<file path="config.mk">
export PLATFORM = sky130hd
export DESIGN_NAME = stopwatch_ctrl
export DESIGN_NICKNAME = d
export VERILOG_FILES = /design/src/rtl/sw_pkg.sv /design/src/rtl/key_filter.sv /design/src/rtl/stopwatch_ctrl.sv
export SDC_FILE = /design/constraint.sdc
export NUM_CORES = 1
export LEC_CHECK = 0
export ABC_AREA = 1
export BUFFER_PORTS_ARGS = -buffer_cell sky130_fd_sc_hd__buf_4
export CAP_MARGIN = 20
export CELL_PAD_IN_SITES_DETAIL_PLACEMENT = 1
export CELL_PAD_IN_SITES_GLOBAL_PLACEMENT = 2
export CORE_ASPECT_RATIO = 0.8
export CORE_MARGIN = 1.5
export CORE_UTILIZATION = 30
export CTS_CLUSTER_DIAMETER = 50
export DETAILED_ROUTE_END_ITERATION = 8
export HOLD_SLACK_MARGIN = 0.06
export PLACE_DENSITY_LB_ADDON = 0.1
export SKIP_CTS_REPAIR_TIMING = 1
export SYNTH_ARGS = -nofsm -noshare
export SYNTH_HDL_FRONTEND = slang
export SYNTH_SLANG_ARGS = --single-unit
export TNS_END_PERCENT = 50
</file>
<file path="constraint.sdc">
create_clock -name sys_clk -period 1.5 [get_ports sys_clk]
set_clock_uncertainty 0.2 [all_clocks]
set_input_delay 0.375 -clock sys_clk [delete_from_list [all_inputs] [get_ports sys_clk]]
set_output_delay 0.375 -clock sys_clk [all_outputs]
set_load 0.1 [all_outputs]
</file>
<file path="src/rtl/sw_pkg.sv">
// Stopwatch controller shared definitions: FSM state encodings and display width.
// Imported by key_filter and stopwatch_ctrl.
package sw_pkg;

    localparam int DISP_W = 16;

    typedef enum logic [1:0] {
        ST_IDLE  = 2'd0,
        ST_RUN   = 2'd1,
        ST_PAUSE = 2'd2,
        ST_LAP   = 2'd3
    } sw_state_e;

endpackage

</file>
<file path="src/rtl/key_filter.sv">
// Key debouncer: 2-FF synchroniser, low-time counter and one-shot flag.
// Ports: sys_clk, sys_rst_n (async, active-low), key_in_n (raw key, active-low),
//        key_flag (1-cycle pulse once the key has been stably low for CNT_MAX+1 cycles).
module key_filter
    import sw_pkg::*;
#(
    parameter logic [19:0] CNT_MAX = 20'd999_999
) (
    input  logic sys_clk,
    input  logic sys_rst_n,
    input  logic key_in_n,
    output logic key_flag
);

    logic        r_sync1;
    logic        r_sync2;
    logic [19:0] r_cnt;
    logic        r_done;
    logic        w_low;
    logic        w_hit;

    assign w_low = ~r_sync2;
    // r_done blocks repeats while the key stays held
    assign w_hit = w_low && (r_cnt == CNT_MAX) && !r_done;
    assign key_flag = w_hit;

    always_ff @(posedge sys_clk or negedge sys_rst_n) begin
        if (!sys_rst_n) begin
            r_sync1 <= 1'b1;
            r_sync2 <= 1'b1;
            r_cnt   <= '0;
            r_done  <= 1'b0;
        end else begin
            r_sync1 <= key_in_n;
            r_sync2 <= r_sync1;
            if (!w_low) begin
                r_cnt  <= '0;
                r_done <= 1'b0;
            end else begin
                if (r_cnt != CNT_MAX) begin
                    r_cnt <= r_cnt + 20'd1;
                end
                if (w_hit) begin
                    r_done <= 1'b1;
                end
            end
        end
    end

endmodule

</file>
<file path="src/rtl/stopwatch_ctrl.sv">
// Stopwatch control FSM: debounced keys -> start level, clear pulse, lap freeze.
// Ports: sys_clk, sys_rst_n, key_ss_n, key_lap_n, key_clr_n, data_live[15:0] in;
//        start_signal, clear_signal, data_disp[15:0], lap_hold, state_o[1:0] out.
// Optional feature macro: LAP_EN (lap key, LAP state and lap register).
module stopwatch_ctrl
    import sw_pkg::*;
#(
    parameter logic [19:0]       CNT_20MS   = 20'd999_999,
    parameter logic [DISP_W-1:0] DATA_LIMIT = 16'd9999
) (
    input  logic              sys_clk,
    input  logic              sys_rst_n,
    input  logic              key_ss_n,
    input  logic              key_lap_n,
    input  logic              key_clr_n,
    input  logic [DISP_W-1:0] data_live,
    output logic              start_signal,
    output logic              clear_signal,
    output logic [DISP_W-1:0] data_disp,
    output logic              lap_hold,
    output logic [1:0]        state_o
);

    sw_state_e r_state;
    sw_state_e w_nxt;
    logic      w_ss;
    logic      w_clr;
    logic      w_lap;
    logic      w_limit;
    logic      w_clr_go;
    logic      w_lap_cap;
    logic      w_start_d;
    logic      r_start;
    logic      r_clear;

    key_filter #(.CNT_MAX(CNT_20MS)) u_ss (
        .sys_clk   (sys_clk),
        .sys_rst_n (sys_rst_n),
        .key_in_n  (key_ss_n),
        .key_flag  (w_ss)
    );

    key_filter #(.CNT_MAX(CNT_20MS)) u_clr (
        .sys_clk   (sys_clk),
        .sys_rst_n (sys_rst_n),
        .key_in_n  (key_clr_n),
        .key_flag  (w_clr)
    );

`ifdef LAP_EN
    logic              w_hold_d;
    logic              r_lap_hold;
    logic [DISP_W-1:0] r_lap;

    key_filter #(.CNT_MAX(CNT_20MS)) u_lap (
        .sys_clk   (sys_clk),
        .sys_rst_n (sys_rst_n),
        .key_in_n  (key_lap_n),
        .key_flag  (w_lap)
    );
`else
    logic w_unused_lap;
    assign w_unused_lap = key_lap_n;
    assign w_lap = 1'b0;
`endif

    assign w_limit = (data_live >= DATA_LIMIT);

    always_ff @(posedge sys_clk or negedge sys_rst_n) begin
        if (!sys_rst_n) begin
            r_state <= ST_IDLE;
        end else begin
            r_state <= w_nxt;
        end
    end

    // clr outranks ss outranks lap; a masked pulse is dropped even
    // when the higher one is ignored in the current state
    always_comb begin
        w_nxt     = r_state;
        w_clr_go  = 1'b0;
        w_lap_cap = 1'b0;
        unique case (r_state)
            ST_IDLE: begin
                if (w_clr) begin
                    w_clr_go = 1'b1;
                end else if (w_ss) begin
                    w_nxt = ST_RUN;
                end
            end
            ST_RUN: begin
                if (w_limit) begin
                    w_nxt = ST_PAUSE;
                end else if (w_clr) begin
                    w_nxt = ST_RUN;
                end else if (w_ss) begin
                    w_nxt = ST_PAUSE;
                end else if (w_lap) begin
                    w_nxt     = ST_LAP;
                    w_lap_cap = 1'b1;
                end
            end
            ST_LAP: begin
                if (w_limit) begin
                    w_nxt = ST_PAUSE;
                end else if (w_clr) begin
                    w_nxt = ST_LAP;
                end else if (w_ss) begin
                    w_nxt = ST_PAUSE;
                end else if (w_lap) begin
                    w_nxt = ST_RUN;
                end
            end
            ST_PAUSE: begin
                if (w_clr) begin
                    w_nxt    = ST_IDLE;
                    w_clr_go = 1'b1;
                end else if (w_ss) begin
                    w_nxt = ST_RUN;
                end
            end
            default: begin
                w_nxt = ST_IDLE;
            end
        endcase
    end

    always_comb begin
        w_start_d = (w_nxt == ST_RUN) || (w_nxt == ST_LAP);
`ifdef LAP_EN
        w_hold_d  = (w_nxt == ST_LAP);
`endif
    end

    always_ff @(posedge sys_clk or negedge sys_rst_n) begin
        if (!sys_rst_n) begin
            r_start <= 1'b0;
            r_clear <= 1'b0;
        end else begin
            r_start <= w_start_d;
            r_clear <= w_clr_go;
        end
    end

`ifdef LAP_EN
    always_ff @(posedge sys_clk or negedge sys_rst_n) begin
        if (!sys_rst_n) begin
            r_lap_hold <= 1'b0;
            r_lap      <= '0;
        end else begin
            r_lap_hold <= w_hold_d;
            if (w_lap_cap) begin
                r_lap <= data_live;
            end
        end
    end

    assign lap_hold  = r_lap_hold;
    assign data_disp = r_lap_hold ? r_lap : data_live;
`else
    logic w_unused_cap;
    assign w_unused_cap = w_lap_cap;
    assign lap_hold  = 1'b0;
    assign data_disp = data_live;
`endif

    assign start_signal = r_start;
    assign clear_signal = r_clear;
    assign state_o      = r_state;

endmodule

</file>
==> summary.md <==
| Metric | Value |
|---|---|
| Area Overhead vs Synth | 56.8% |
| Cell taking the most area after synthesis | dfrtp_1 |
| Reg-to-Reg Start | u_clr.r_cnt[0]$_DFFE_PN0P_ |
| Largest family of logic cells by synthesized area | simple AND/OR/NAND/NOR gates |
| Max-cap violations | 0 |
| # clock sinks | 50 |
| Fraction of layout instances using a drive strength above 1 | 48.5% |
| FP Rows | 31 |
| Die H | 90.5 um |
| Worst Hold End | u_clr.r_sync2$_DFF_PN1_ |
| Outcome | complete, but fails checks |
| Setup_tns | -6.56 ns |
| Distinct cells, synth | 34 |
| Mux cell area share after synthesis | 0% |
| Post-synthesis adder-cell area fraction | 0.872% |
| Post-synth EDFFs | 0 |
| Min-Delay Path Depth | 0 |
| Crit-path slowest cell | dfrtp_1 |
| Worst r2r path cells | 11 |
| All-Layer GR Usage | 17.8% |
| HP Class | reg2reg |
| CP Data Arrival Time | 1.84 ns |
| Clock Path Buffers | 2 |
| Placed wire-length estimate | 7.07 mm |
| Antenna diodes | 0 |
| Layout net count | 514 |
| CORE AREA | 9190 um^2 |
| Clk_lat worst skew | 0.29 ns |
| Number of synthesized register bits | 50 |
| RSZ-0062 raised after global routing | true |
| First-pass GRT wire length | 14.3 mm |
| Syn avg cell area | 7.82 um^2 |
| Period utilization | 121% |
| Dpl ws | -0.248 ns |
| DRT antenna net count | 0 |
| Via Count | 2,895 |
| R2r endpoint | u_clr.r_cnt[1]$_DFFE_PN0P_ |
| Final Hold Fails | 0 |
| Failing checks | DRC, setup timing |
| Antenna violations before repair | 0 |
| Peak VDD IR | 359 uV |
| CP cell instances | ha_4 > nand2_4 > nor2_4 > nand2_4 > clkinv_4 > nand3_4 > nor2_4 > buf_4 > buf_6 > nand3_2 > nand2_1 |
| Max stage delay on crit path | 0.40 ns |
| Max Freq | 0.550 GHz |
| Synth Cell Area | 2870 um^2 |
| DRC Markers | 9 |
| Simple-gate share of the synthesized area | 32.1% |
| Power Dens Cells | 653 nW/um^2 |
| Reg clk slew, reported paths | 0.06 ns |
| Worst R2R Setup Slack | -0.32 ns |
| Final wirelength | 9.29 mm |
| I/O Pins | 42 |
| Period minus WS final | 1.82 ns |
| H-tree Lvls | 2 |
| WL/cell | 15.3 um |
| I/O Buffers | 39 |
| Critical path launch point type | flip-flop |
| Vias in the first global route | 2,906 |
| Worst setup margin | -0.318 ns |
| Max-slew violations | 0 |
| Share of the synthesized area in the top cell type | 40.1% |
| Crit Path Category | reg2reg |
| Crit end category | flip-flop |
| Drt pass-1 iters | 6 |
| Root Buffer | clkbuf_16 |
| Final GP Congestion | 0.786 |
| Synth area leaders | dfrtp_1 (40%), nand2_1 (7.8%), nor2_1 (6.3%) |
| Die area | 10,200 um^2 |
| Initial Util | 31.2% |
| Mapped Cells | 367 |
| Die Width | 112 um |
| DR vias/cell | 4.78 |
| Post-Synth XOR/XNOR Area | 3.97% |
| Syn Nets | 390 |
| Worst Min Path Start | u_clr.r_sync1$_DFF_PN1_ |
| CTS tree | yes |
| Crit Path Max Fanout | 4 |
| Iteration-0 DRC Markers | 123 |
| Setup violations, final | 41 |
| Worst endpoint required time | 1.52 ns |
| CTS Buf Count | 5 |
| Global route total overflow | 0 |
| Post-synthesis sequential area ratio | 43.8% |
| Predominant post-synthesis flop cell | dfrtp_1 |
| Leak | 2.16 nW |
| Synth async-reset ratio | 100% |
| Synth Area in Compound Gates | 7.80% |
| Pin count of the biggest net entering global routing | 19 |
| Yosys warns | 0 |
cell families after synthesis:
| group | after synthesis |
|---|---|
| simple gates | 189 |
| xor+xnor | 13 |
| compound gates | 43 |
| fa+ha+maj | 2 |
| other cells | 1 |
| buf+inv | 69 |
| flops | 50 |
flip-flops by register name, summed over array words and instances (netlist names):
name           count
clear_signal       1
u_ss.r_done        1
start_signal       1
u_clr.r_done       1
u_clr.r_cnt       20
u_ss.r_sync1       1
u_clr.r_sync2      1
state_o            2
u_ss.r_cnt        20
u_ss.r_sync2       1
u_clr.r_sync1      1
critical path, delay by kind of cell (launching register included):
| kind | cells | cell delay, ns |
|---|---|---|
| and+or+nand+nor | 7 | 0.70 |
| DFF | 1 | 0.40 |
| buffers and inverters | 3 | 0.30 |
| adders and majority gates | 1 | 0.17 |
area by class of cell:
class | count | area, um^2
fillers | 1090 | 4690
multi-input cells | 248 | 1640
flip-flops and latches | 50 | 1260
repair buffers | 138 | 1130
inverters | 48 | 194
well taps | 115 | 144
clock buffers | 5 | 125
clock inverters | 2 | 10.0
stage by stage:
stage / area (um^2) / util [%] / hold slack (ns) / total power [mW] / cells
5_1_grt: 4500 / 49.0 / 0.164 / 3.07 / 606
3_3_place_gp: 3820 / 41.6 / 0.0798 / 1.83 / 581
6_report: 4500 / 49.0 / 0.156 / 2.94 / 606
4_1_cts: 3960 / 43.1 / -0.232 / 2.97 / 588
3_5_place_dp: 3820 / 41.6 / 0.0825 / 1.83 / 581
2_1_floorplan: 2910 / - / -0.121 / 1.68 / 367
worst max-delay path by stage:
stage	end	cells after the start	slack (ns)	from
4_1_cts	u_clr.r_cnt[5]$_DFFE_PN0P_	10	-0.27	u_clr.r_cnt[0]$_DFFE_PN0P_
2_1_floorplan	state_o[1]$_DFF_PN0_	10	-0.13	u_clr.r_cnt[0]$_DFFE_PN0P_
3_3_place_gp	u_clr.r_cnt[19]$_DFFE_PN0P_	9	-0.21	u_clr.r_cnt[8]$_DFFE_PN0P_
3_5_place_dp	u_clr.r_cnt[5]$_DFFE_PN0P_	10	-0.25	u_clr.r_cnt[0]$_DFFE_PN0P_
6_report	u_clr.r_cnt[1]$_DFFE_PN0P_	11	-0.32	u_clr.r_cnt[0]$_DFFE_PN0P_
5_1_grt	u_clr.r_cnt[1]$_DFFE_PN0P_	11	-0.39	u_clr.r_cnt[1]$_DFFE_PN0P_
power by group:
group | internal (mW) | switching, mW
combinational | 0.141 | 0.307
clock | 0.604 | 0.502
sequential | 1.37 | 0.0170
Yosys cell counts, drive strengths merged, types with 3 or more instances:
| cell | count |
|---|---|
| dfrtp | 46 |
| nor2 | 53 |
| clkbuf | 3 |
| buf | 18 |
| a21oi | 16 |
| a31oi | 5 |
| o21ai | 21 |
| nand2 | 64 |
| nand4 | 14 |
| dfstp | 4 |
| nor3 | 21 |
| nand3 | 31 |
| inv | 46 |
| xor2 | 12 |
layer usage:
| metal | wire, um | up-vias | global-route usage, % | share of wire, % |
|---|---|---|---|---|
| met3 | 449 | 5 | 3.56 | 4.8 |
| met1 | 4700 | 1406 | 27.0 | 51 |
| li1 | - | 1429 | - | - |
| met5 | 0 | - | 0 | 0 |
| met2 | 4090 | 55 | 26.6 | 44 |
| met4 | 51 | 0 | 3.16 | 0.55 |
placed cells by master, fill, tap and decap left out, types with 7 or more instances in the layout:
cell type / netlist / routed
a21oi_1: 16 / 14
buf_4: 17 / 120
buf_6: 0 / 12
dfrtp_1: 46 / 42
inv_1: 42 / 35
inv_2: 4 / 8
nand2_1: 60 / 47
nand2_2: 3 / 10
nand2_4: 1 / 7
nand3_1: 27 / 18
nand3_2: 4 / 10
nand4_1: 14 / 14
nor2_1: 48 / 35
nor2_2: 3 / 9
nor2_4: 2 / 9
nor3_2: 3 / 9
o21ai_0: 21 / 14
xor2_1: 12 / 12
(Power assumes the default switching activity.)
